File: config.mk
export PLATFORM = sky130hd
export DESIGN_NAME = key_tick_ctrl
export DESIGN_NICKNAME = d
export VERILOG_FILES = /design/src/rtl/led_ctrl_pkg.sv /design/src/rtl/key_debounce.sv /design/src/rtl/key_tick_ctrl.sv
export SDC_FILE = /design/constraint.sdc
export NUM_CORES = 1
export LEC_CHECK = 0
export CAP_MARGIN = 30
export CELL_PAD_IN_SITES_DETAIL_PLACEMENT = 0
export CELL_PAD_IN_SITES_GLOBAL_PLACEMENT = 1
export CORE_MARGIN = 4
export CORE_UTILIZATION = 25
export DETAILED_ROUTE_END_ITERATION = 16
export GPL_ROUTABILITY_DRIVEN = 0
export PLACE_DENSITY = 0.56
export SYNTH_ARGS = -nofsm -noshare
export SYNTH_HDL_FRONTEND = slang
export SYNTH_HIERARCHICAL = 1
export SYNTH_SLANG_ARGS = --single-unit
export TNS_END_PERCENT = 5
File: constraint.sdc
create_clock -name CLOCK_50 -period 4.2 [get_ports CLOCK_50]
set_input_delay 0.84 -clock CLOCK_50 [delete_from_list [all_inputs] [get_ports CLOCK_50]]
set_output_delay 0.84 -clock CLOCK_50 [all_outputs]
set_load 0.02 [all_outputs]
File: src/rtl/led_ctrl_pkg.sv
// Shared constants for the LED running-light control path and its shifter.
package led_ctrl_pkg;

    localparam int CLK_HZ        = 50_000_000;
    localparam int DB_CYCLES_DEF = CLK_HZ / 100;   // 10 ms debounce window
    localparam int DIV_SLOW_DEF  = 8_388_608;
    localparam int DIV_FAST_DEF  = 2_097_152;

    localparam logic DIR_LEFT  = 1'b1;
    localparam logic DIR_RIGHT = 1'b0;

endpackage

File: src/rtl/key_debounce.sv
// One active-low pushbutton: 2-FF sync, stability-window debounce, one-cycle press pulse.
// Press pulse appears 2 + DB_CYCLES + 1 cycles after a clean falling edge; release is silent.
module key_debounce
    import led_ctrl_pkg::*;
#(
    parameter int DB_CYCLES = DB_CYCLES_DEF
) (
    input  logic clk,
    input  logic reset,
    input  logic key_n,
    output logic press
);

    localparam int CW = $clog2(DB_CYCLES);
    localparam logic [CW-1:0] CNT_LAST = CW'(DB_CYCLES - 1);

    logic          sync1;
    logic          sync2;
    logic          stable;
    logic          stable_d;
    logic [CW-1:0] cnt;

    always_ff @(posedge clk) begin
        if (reset) begin
            sync1    <= 1'b1;
            sync2    <= 1'b1;
            stable   <= 1'b1;
            stable_d <= 1'b1;
            cnt      <= '0;
            press    <= 1'b0;
        end else begin
            sync1    <= key_n;
            sync2    <= sync1;
            stable_d <= stable;
            press    <= stable_d & ~stable;
            // Any cycle where the input agrees with the stable state restarts the window.
            if (sync2 == stable) begin
                cnt <= '0;
            end else if (cnt == CNT_LAST) begin
                stable <= sync2;
                cnt    <= '0;
            end else begin
                cnt <= cnt + CW'(1);
            end
        end
    end

endmodule

File: src/rtl/key_tick_ctrl.sv
// Front-end for the LED shifter: debounced keys, run/pause toggle, direction and step strobe.
// step is a one-cycle strobe every DIV cycles while running, or one per KEY[1] press while paused.
module key_tick_ctrl
    import led_ctrl_pkg::*;
#(
    parameter int DB_CYCLES = DB_CYCLES_DEF,
    parameter int DIV_SLOW  = DIV_SLOW_DEF,
    parameter int DIV_FAST  = DIV_FAST_DEF
) (
    input  logic       CLOCK_50,
    input  logic       reset,
    input  logic [1:0] KEY,
    input  logic [1:0] SW,
    output logic       run,
    output logic       dir,
    output logic       step,
    output logic [1:0] key_press
);

    localparam int PW = $clog2(DIV_SLOW);
    localparam logic [PW-1:0] LAST_SLOW = PW'(DIV_SLOW - 1);
    localparam logic [PW-1:0] LAST_FAST = PW'(DIV_FAST - 1);

    logic [1:0]    sw_s1;
    logic [1:0]    sw_s2;
    logic [PW-1:0] pre_cnt;
    logic [PW-1:0] pre_last;

    for (genvar i = 0; i < 2; i++) begin : g_key
        key_debounce #(
            .DB_CYCLES (DB_CYCLES)
        ) u_key_debounce (
            .clk   (CLOCK_50),
            .reset (reset),
            .key_n (KEY[i]),
            .press (key_press[i])
        );
    end

    // SW[0] high means DIR_LEFT, matching the shifter's encoding.
    assign dir = sw_s2[0];

    always_comb begin
        pre_last = sw_s2[1] ? LAST_FAST : LAST_SLOW;
    end

    // The >= compare lets a switch to the shorter period wrap immediately.
    always_ff @(posedge CLOCK_50) begin
        if (reset) begin
            sw_s1   <= '0;
            sw_s2   <= '0;
            run     <= 1'b1;
            step    <= 1'b0;
            pre_cnt <= '0;
        end else begin
            sw_s1 <= SW;
            sw_s2 <= sw_s1;
            run   <= run ^ key_press[0];
            if (run) begin
                if (pre_cnt >= pre_last) begin
                    pre_cnt <= '0;
                    step    <= 1'b1;
                end else begin
                    pre_cnt <= pre_cnt + PW'(1);
                    step    <= 1'b0;
                end
            end else begin
                pre_cnt <= '0;
                step    <= key_press[1];
            end
        end
    end

endmodule

==> summary.txt, run 1 <==
Outcome = complete, no violations
Die width = 124 um
Hold buffers post-CTS = 0
VDD IR-drop max = 0.000141 V
Ys async rst share = 0%
Post-synthesis sequential area ratio = 45.9%
Postcts setup bufs = 0
Buffers on Ports = 10
Drt wl/cell = 11.9 um
Critical path type = in2reg
XOR/XNOR share of the synthesized area = 10.9%
Top Ports = 11
Vias per std cell = 4.63
Crit path from = reset
Gr usage total = 9.90%
Synth Area per Inst = 9.11 um2
Share of layout cells above drive strength 1 = 8.27%
Final setup viols = 0
Post_cts resized = 0
Post-synth net total = 380
Synth Area in Simple Gates = 29.3%
R2R setup slack = 1.98 ns
Skew-Pair Late Insertion Delay = 0.33 ns
WP data required = 4.46 ns
DP HPWL = 4.62 mm
Post-synth EDFFs = 0
Pwr Total = 1470 uW
Remaining Overflow, GRT = 0
R2r endpoint = g_key[0].u_key_debounce/cnt[12]
Final net count = 395
Slew Limit Fails = 0
RSZ-0062 raised after global routing = false
Post-Synth Adder-Cell Area = 1.86%
Die area = 0.0154 mm2
Non-Filler Instances = 563
Post-synthesis mux area share = 0.596%
Mapped cell area = 0.00336 mm2
Initial Util = 25.5%
Worst-path fanout max = 17
# placed instances = 549
CTS tree = done
Worst hold path depth = 1
Lkg Pwr = 0.00114 uW
Critical path endpoint = pre_cnt[11]
Vias in the first global route = 2528
Initial DRC Count = 140
Antenna viol nets, final = 0
Setup TNS = 0 ns
Compound-Gate Fraction of Synth Area = 8.56%
Core area = 0.0132 mm2
CP startpoint kind = input pin
Max Fclk = 0.426 GHz
Top_reg_cell synth = dfxtp_1
CP endpoint kind = register
R2R cell count = 5
Worst-Margin Slew = 0.806 ns
Crit path DAT = 2.60 ns
Flops & latches, synth = 77
Fill count = 1408
Largest net degree at the start of global routing = 20
Layout Utilization = 29.6%
Initial antenna violation count = 0
Synth cell types = 45
Max-cap violation count = 0
Worst Skew = 0.00532 ns
Count of final hold-check violations = 0
Clk sinks = 77
Synthesis Warnings = 6
Hold crit path type = reg2reg
Fin crit share = 55.9%
First-pass GRT wire length = 12.0 mm
DRT Pass-1 Iters = 4
Largest family of logic cells by synthesized area = simple AND/OR/NAND/NOR gates
Reg-to-reg startpoint = g_key[0].u_key_debounce/cnt[0]
DRC Markers = 0
Cell count after synthesis = 369
Clk buf depth = 2
Rows = 42
Num CTS Buffers = 9
Via count = 2605
Tmin final = 2.35 ns
H-tree depth = 3
Diodes inserted = 0
Root buf cell = clkbuf_16
Die Y = 124 um
Layout area overhead = 16.3%
P per Cell Area = 376 mW/mm2
Clock-pin slew on the worst setup and hold paths = 0.05 ns
Drt total wl = 6.69 mm
Max-slew headroom = 46.3%
-- layout make-up --
type	count	area [um2]	share of cell area (%)
clock buffers	12	256	6.56
clock inverters	2	10.0	0.256
inverters	15	56.3	1.44
multi-input cells	271	1720	44.1
flip-flops and latches	77	1540	39.4
well taps	176	220	5.64
repair buffers	10	100	2.56
-- power by group --
part           leakage, uW  total [uW]  internal, uW  switching (uW)
logic             0.000387        26.1          12.2            13.9
clock network     0.000134         700           423             277
registers         0.000623         742           737            4.47
-- cell families (layout without fill, tap and decap cells) --
| logic type | Yosys count | in the layout |
|---|---|---|
| AND/OR/NAND/NOR | 183 | 183 |
| flip-flops | 77 | 77 |
| AO/OA/AOI/OAI | 39 | 39 |
| adder cells (fa/ha/maj) | 5 | 5 |
| XOR/XNOR | 42 | 42 |
| multiplexers | 2 | 2 |
| buffers and inverters | 21 | 39 |
-- worst max-delay path, cell delays in order --
cell             delay [ns]
clkdlybuf4s50_1        0.67
nand3b_1               0.45
o21bai_2               0.45
a21oi_1                0.19
-- cells in the mapped netlist (2+ instances only) --
master    instances  share of area, %
ha_1              5               1.9
nand2_1          16               1.8
o21ai_0           2              0.30
or3_1             2              0.37
xnor2_1          31               8.1
nor4_1           16               3.0
xor2_1           11               2.9
o31ai_1           6               1.3
a21oi_1          16               2.4
or2_2             4              0.74
and2_1            3              0.56
buf_2             2              0.30
or4_1             8               1.8
and3_2            2              0.45
nand4_1          19               3.5
o41ai_1           2              0.52
nor2b_1           4              0.74
a31oi_1           2              0.37
nand3_1          19               2.8
and4_1            3              0.78
mux2i_1           2              0.60
or3b_1            2              0.52
a31o_2            2              0.52
nor2_1           59               6.6
inv_1            15               1.7
clkbuf_1          2              0.22
or4_4             2              0.67
dfxtp_1          77                46
or2_4             2              0.52
nor3_1           15               2.2
nand3_2           2              0.60
buf_6             2              0.67
o31ai_4           2               1.3
-- flip-flops by register name, indices dropped and copies added, names as in the netlist --
| name | count |
|---|---|
| step | 1 |
| g_key.u_key_debounce/press | 2 |
| g_key.u_key_debounce/sync2 | 2 |
| g_key.u_key_debounce/cnt | 38 |
| run | 1 |
| g_key.u_key_debounce/sync1 | 2 |
| sw_s1 | 2 |
| g_key.u_key_debounce/stable_d | 2 |
| sw_s2 | 2 |
| pre_cnt | 23 |
| g_key.u_key_debounce/stable | 2 |
-- worst min-delay path by stage --
| stage | from | to | slack (ns) |
|---|---|---|---|
| finish | g_key[0].u_key_debounce/sync1 | g_key[0].u_key_debounce/sync2 | 0.41 |
| global route | g_key[0].u_key_debounce/sync1 | g_key[0].u_key_debounce/sync2 | 0.41 |
| CTS | g_key[0].u_key_debounce/sync1 | g_key[0].u_key_debounce/sync2 | 0.41 |
| detailed placement | g_key[0].u_key_debounce/sync1 | g_key[0].u_key_debounce/sync2 | 0.40 |
| global placement | g_key[1].u_key_debounce/sync1 | g_key[1].u_key_debounce/sync2 | 0.39 |
| floorplan | g_key[0].u_key_debounce/sync1 | g_key[0].u_key_debounce/sync2 | 0.39 |
-- per-layer routing --
layer	track usage (%)	part of all wire [%]	vias up
met3	3.63	3.9	10
met5	0	0	-
met4	4.65	2.1	0
li1	-	-	1355
met1	12.6	49	1207
met2	14.9	45	33
-- layout by cell type, fill, tap and decap left out, types with 3 or more instances in the layout --
| master | n |
|---|---|
| inv_1 | 15 |
| and2_1 | 3 |
| dfxtp_1 | 77 |
| nand2_1 | 16 |
| nand4_1 | 19 |
| or2_2 | 4 |
| nor2_1 | 59 |
| nor4_1 | 16 |
| xnor2_1 | 31 |
| xor2_1 | 11 |
| nor2b_1 | 4 |
| and4_1 | 3 |
| clkbuf_16 | 9 |
| nand3_1 | 19 |
| ha_1 | 5 |
| a21oi_1 | 16 |
| nor3_1 | 15 |
| clkdlybuf4s50_1 | 10 |
| o31ai_1 | 6 |
| or4_1 | 8 |
-- through the flow --
step	instance area (um2)	hold WS, ns	worst slack, ns
floorplan	3360	0.389	2.39
global placement	3640	0.395	1.55
detailed placement	3640	0.399	1.47
CTS	3910	0.412	1.82
global route	3910	0.414	1.65
finish	3910	0.407	1.85
Power figures use the tool's default switching activity.
==> run 2, diff against run 1 <==
Clock period 4.2 ns to 2.45 ns, I/O delays scaled along.
==> summary.txt, run 2 (synthesized netlist as in run 1, its figures left out) <==
Outcome = complete, no violations
Root buf cell = clkbuf_16
Hold buffers post-CTS = 0 (unchanged)
Diodes inserted = 0 (unchanged)
Reg power frac = 50.8% (+0.3 points)
Buffers on Ports = 10 (unchanged)
Max-cap violation count = 0 (unchanged)
Clk sinks = 77 (unchanged)
Switching Fraction = 20.3% (+0.16 points)
Critical path type = reg2reg
Final setup viols = 0 (unchanged)
Drt total wl = 6.76 mm (+0.97%)
Final net count = 403 (+2.0%)
Largest regs = g_key.u_key_debounce/cnt x38, pre_cnt x23
Worst Skew = 0.00469 ns (-0.000628 ns)
Worst-path fanout max = 9 (-8)
Core area = 0.0132 mm2 (unchanged)
Vias in the first global route = 2616 (+3.5%)
Commonest non-fill, non-tap cell in the layout = dfxtp_1
R2R cell count = 4 (-1)
CTS tree = done
RSZ-0062 raised after global routing = false
Via count = 2633 (+1.1%)
Rows = 42 (unchanged)
Max-slew headroom = 52.7% (+6.4 points)
Fill count = 1392 (-1.1%)
Reg-to-reg startpoint = pre_cnt[4]
Max Fclk = 0.503 GHz
Crit path DAT = 2.19 ns (-0.41 ns)
P per Cell Area = 632 mW/mm2 (+68%)
CP startpoint kind = register
H-tree depth = 3 (unchanged)
VDD IR-drop max = 0.000307 V (+120%)
Worst hold path depth = 1 (unchanged)
Beginning of the worst hold path = g_key[0].u_key_debounce/sync1
Die width = 124 um (unchanged)
Skew-Pair Late Insertion Delay = 0.33 ns (about the same)
Drt wl/cell = 11.8 um (-0.62%)
Antenna viol nets, final = 0 (unchanged)
DP HPWL = 4.73 mm (+2.4%)
Clock-pin slew on the worst setup and hold paths = 0.06 ns (about the same)
Pwr Total = 2500 uW (+70%)
Worst Hold Path EP = g_key[0].u_key_debounce/sync2
Initial Util = 25.5% (unchanged)
Biggest register = g_key.u_key_debounce/cnt
Die Y = 124 um (unchanged)
Hold crit path type = reg2reg
Count of final hold-check violations = 0 (unchanged)
Fin crit share = 81.1%
Share of layout cells above drive strength 1 = 9.85% (+1.6 points)
R2r endpoint = pre_cnt[22]
Layout area overhead = 17.9%
Post_cts resized = 0 (unchanged)
Lkg Pwr = 0.00118 uW (+2.7%)
Vias per std cell = 4.60 (-0.52%)
Postcts setup bufs = 0 (unchanged)
Tmin final = 1.99 ns
Register area = 0.00154 mm2 (unchanged)
DRT Pass-1 Iters = 4 (unchanged)
CP endpoint kind = register
Initial antenna violation count = 0 (unchanged)
WP data required = 2.65 ns (-1.81 ns)
R2R setup slack = 0.46 ns (-1.52 ns)
Slew Limit Fails = 0 (unchanged)
Net switching power = 507 uW (+72%)
Clk buf depth = 2 (unchanged)
Largest net degree at the start of global routing = 20 (unchanged)
Die area = 0.0154 mm2 (unchanged)
First-pass GRT wire length = 12.0 mm (+0.29%)
Initial DRC Count = 160 (+14%)
Remaining Overflow, GRT = 0 (unchanged)
Largest register FFs = 38 (unchanged)
Top Ports = 11 (unchanged)
Num CTS Buffers = 9 (unchanged)
Clock Power Share = 47.1% (-0.6 points)
Gr usage total = 9.94% (+0.040 points)
Int Power = 2000 uW (+70%)
Setup TNS = 0 ns (unchanged)
Combinational power share = 2.1% (+0.3 points)
Worst-Margin Slew = 0.703 ns (-0.103 ns)
Most frequent cells in the layout = 77 x dfxtp_1, 59 x nor2_1, 31 x xnor2_1, 19 x nand3_1, 19 x nand4_1
DRC Markers = 0 (unchanged)
Area of the multi-input gates = 0.00172 mm2 (unchanged)
run 2: cell count changes in the layout (fill, tap and decap cells not counted):
cell      delta
clkbuf_1     +2
buf_4        +8
clkbuf_8     -1
run 2: power by group through the flow:
stage,combinational [uW],sequential [uW],clock [uW]
2_1_floorplan,28.6,1300,0
3_3_place_gp,53.3,1300,0
3_5_place_dp,53.9,1300,0
4_1_cts,54.1,1270,1240
5_1_grt,59.2,1270,1290
6_report,52.5,1270,1180
run 2: worst max path at each step:
stage | from | endpoint | depth (start not counted)
after global placement | pre_cnt[4] | pre_cnt[18] | 4
after CTS | pre_cnt[4] | pre_cnt[22] | 4
final | pre_cnt[4] | pre_cnt[22] | 4
after detailed placement | pre_cnt[4] | pre_cnt[22] | 4
after global routing | pre_cnt[4] | pre_cnt[22] | 4
after floorplan | g_key[0].u_key_debounce/cnt[0] | g_key[0].u_key_debounce/cnt[10] | 6
run 2: critical path: stages, from the launching register on:
cell       delay, ns
dfxtp_1         0.42
nand4_2         0.24
or4_1           0.66
a2111oi_0       0.44
nor3_1          0.09
run 2: layout make-up:
type	instances	area share, %
inverters	15	1.42
well taps	176	5.56
multi-input cells	271	43.5
flip-flops and latches	77	38.9
clock inverters	2	0.253
clock buffers	13	6.32
repair buffers	18	4.04
run 2: per-layer routing:
| metal | up-vias | share of wire, % | global-route usage [%] |
|---|---|---|---|
| met2 | 26 | 46 | 15.8 |
| met1 | 1232 | 49 | 11.9 |
| li1 | 1365 | - | - |
| met5 | - | 0 | 0 |
| met4 | 0 | 2.0 | 4.93 |
| met3 | 10 | 2.9 | 3.45 |
run 2: stage by stage:
step	utilization, %	setup WS (ns)	instances	hold slack, ns	instance area, um2
final	30.0	0.462	572	0.406	3960
after detailed placement	28.1	0.476	557	0.394	3700
after global routing	30.0	0.364	572	0.426	3960
after global placement	28.1	0.529	557	0.392	3700
after floorplan	-	0.639	369	0.389	3360
after CTS	30.0	0.469	572	0.405	3960
==> run 3, diff against run 2 <==
Clock period 2.45 ns to 2 ns, I/O delays scaled along.
==> summary.txt, run 3 (synthesized netlist as in run 1, its figures left out) <==
Gr usage total = 10.3% (+0.33 points)
Combinational power share = 2.2% (about the same)
DRC Markers = 0 (unchanged)
Hold buffers post-CTS = 0 (unchanged)
Max-cap violation count = 0 (unchanged)
Lkg Pwr = 0.00128 uW (+8.9%)
Tmin final = 1.82 ns (-0.164 ns)
WP data required = 2.26 ns (-0.39 ns)
Hold crit path type = reg2reg
Die area = 0.0154 mm2 (unchanged)
Core area = 0.0132 mm2 (unchanged)
CP max stage cell = or4_4
Initial DRC Count = 108 (-33%)
Met2 Wirelength = 3.19 mm (+2.4%)
Layout area overhead = 23.3%
Die width = 124 um (unchanged)
Skew-Pair Late Insertion Delay = 0.33 ns (about the same)
Num CTS Buffers = 9 (unchanged)
Buffers on Ports = 10 (unchanged)
Switching Fraction = 20.3% (+0.048 points)
Layout Utilization = 31.4% (+1.4 points)
Slew Limit Fails = 0 (unchanged)
Largest register FFs = 38 (unchanged)
CP peak stage delay = 0.61 ns (-0.05 ns)
Diodes inserted = 0 (unchanged)
Net switching power = 636 uW (+25%)
Setup TNS = 0 ns (unchanged)
Remaining Overflow, GRT = 0 (unchanged)
Initial Util = 25.5% (unchanged)
Share of layout cells above drive strength 1 = 13.8% (+3.9 points)
Met3 WL = 263 um (+34%)
Register area = 0.00154 mm2 (unchanged)
RSZ-0062 raised after global routing = false
Vias per std cell = 4.58 (-0.40%)
Max layer used = met4
Initial antenna violation count = 0 (unchanged)
CP endpoint kind = register
# placed instances = 574 (+3.1%)
Worst-path fanout max = 7 (-2)
M1 WL = 3.39 mm (+2.6%)
Int Power = 2490 uW (+25%)
Rows = 42 (unchanged)
Max Fclk = 0.548 GHz (+9.0%)
Outcome = complete, no violations
Area of the multi-input gates = 0.00173 mm2 (+0.22%)
Worst Skew = 0.00391 ns (-0.000787 ns)
CTS tree = done
Commonest non-fill, non-tap cell in the layout = dfxtp_1
Drt wl/cell = 11.7 um (-0.76%)
VDD IR-drop max = 0.000550 V (+79%)
Biggest register = g_key.u_key_debounce/cnt
Critical path type = reg2reg
Dpl cell area = 0.00387 mm2 (+4.5%)
P per Cell Area = 755 mW/mm2 (+20%)
Crit path DAT = 2.08 ns (-0.11 ns)
Drt total wl = 6.92 mm (+2.4%)
Clk buf depth = 2 (unchanged)
Clock Power Share = 48.0% (+0.9 points)
CP startpoint kind = register
Via count = 2705 (+2.7%)
Antenna viol nets, final = 0 (unchanged)
Clock-pin slew on the worst setup and hold paths = 0.06 ns (about the same)
Root buf cell = clkbuf_16
Non-Filler Instances = 590 (+3.1%)
DP HPWL = 4.99 mm (+5.5%)
Max-slew headroom = 72.7% (+20 points)
Reg power frac = 49.8% (-1.0 points)
H-tree depth = 3 (unchanged)
Die Y = 124 um (unchanged)
Final setup viols = 0 (unchanged)
First-pass GRT wire length = 12.5 mm (+3.9%)
Clk sinks = 77 (unchanged)
Vias in the first global route = 2620 (+0.15%)
Largest net degree at the start of global routing = 20 (unchanged)
Worst-path cell chain = nand4_4, or4_4, or4_1, a21oi_1
Final net count = 420 (+4.2%)
Largest regs = g_key.u_key_debounce/cnt x38, pre_cnt x23
Worst-Margin Slew = 0.406 ns (-0.297 ns)
Most frequent cells in the layout = 77 x dfxtp_1, 59 x nor2_1, 31 x xnor2_1, 22 x buf_4
Count of final hold-check violations = 0 (unchanged)
Fill count = 1391 (-0.072%)
Final Instance Area = 0.00414 mm2 (+4.6%)
Fin crit share = 91.2% (+10 points)
Top Ports = 11 (unchanged)
DRT Pass-1 Iters = 4 (unchanged)
-- run 3: changes by cell type in the layout (fill, tap and decap cells not counted) --
cell      previous run  this run
clkbuf_8             1         2
clkbuf_1             3         4
or4_4                2         3
clkinv_2             2         1
or4_1                8         7
buf_12               0         3
buf_4                8        22
-- run 3: final cells by class --
type | instances | share of cell area [%]
multi-input combinational | 271 | 41.7
clock buffer | 15 | 6.46
tap | 176 | 5.32
clock inverter | 1 | 0.121
sequential | 77 | 37.2
timing repair buffer | 35 | 7.85
inverter | 15 | 1.36
-- run 3: worst paths after layout --
kind         slack (ns)  cells after the start                       endpoint                     startpoint
max                0.18                      4                    pre_cnt[18]                    pre_cnt[10]
min                0.41                      1  g_key[0].u_key_debounce/sync2  g_key[0].u_key_debounce/sync1
max reg2reg        0.18                      4                    pre_cnt[18]                    pre_cnt[10]
min reg2reg        0.41                      1  g_key[0].u_key_debounce/sync2  g_key[0].u_key_debounce/sync1
-- run 3: repair_timing --
item,CTS,global route
resized for setup,0,1
buffers inserted,0,0
endpoints found under the setup margin,0,1
endpoints found under the hold margin,0,0
-- run 3: layer usage --
layer | up-vias | global-route usage [%]
li1 | 1398 | -
met1 | 1271 | 13.2
met2 | 32 | 16.0
met3 | 4 | 3.86
met4 | 0 | 3.29
met5 | - | 0
-- run 3: metrics by stage --
| step | hold WS [ns] | worst slack, ns | power, uW |
|---|---|---|---|
| after floorplan | 0.389 | 0.189 | 1630 |
| after global placement | 0.394 | 0.139 | 1660 |
| after detailed placement | 0.397 | 0.107 | 1660 |
| after CTS | 0.413 | 0.0740 | 3200 |
| after global routing | 0.428 | 0.0457 | 3260 |
| final | 0.409 | 0.176 | 3130 |
-- run 3: power groups by stage --
| stage | clock network [uW] | registers (uW) | logic (uW) |
|---|---|---|---|
| floorplan | 0 | 1590 | 35.0 |
| global placement | 0 | 1590 | 69.5 |
| detailed placement | 0 | 1590 | 70.1 |
| CTS | 1580 | 1560 | 70.4 |
| global route | 1620 | 1560 | 77.5 |
| finish | 1500 | 1560 | 68.4 |
-- run 3: critical path: cells and delay by family (launching register included) --
family / cells / cell delay, ns
DFF: 1 / 0.43
AOI/OAI and AO/OA: 1 / 0.16
and+or+nand+nor: 3 / 1.16
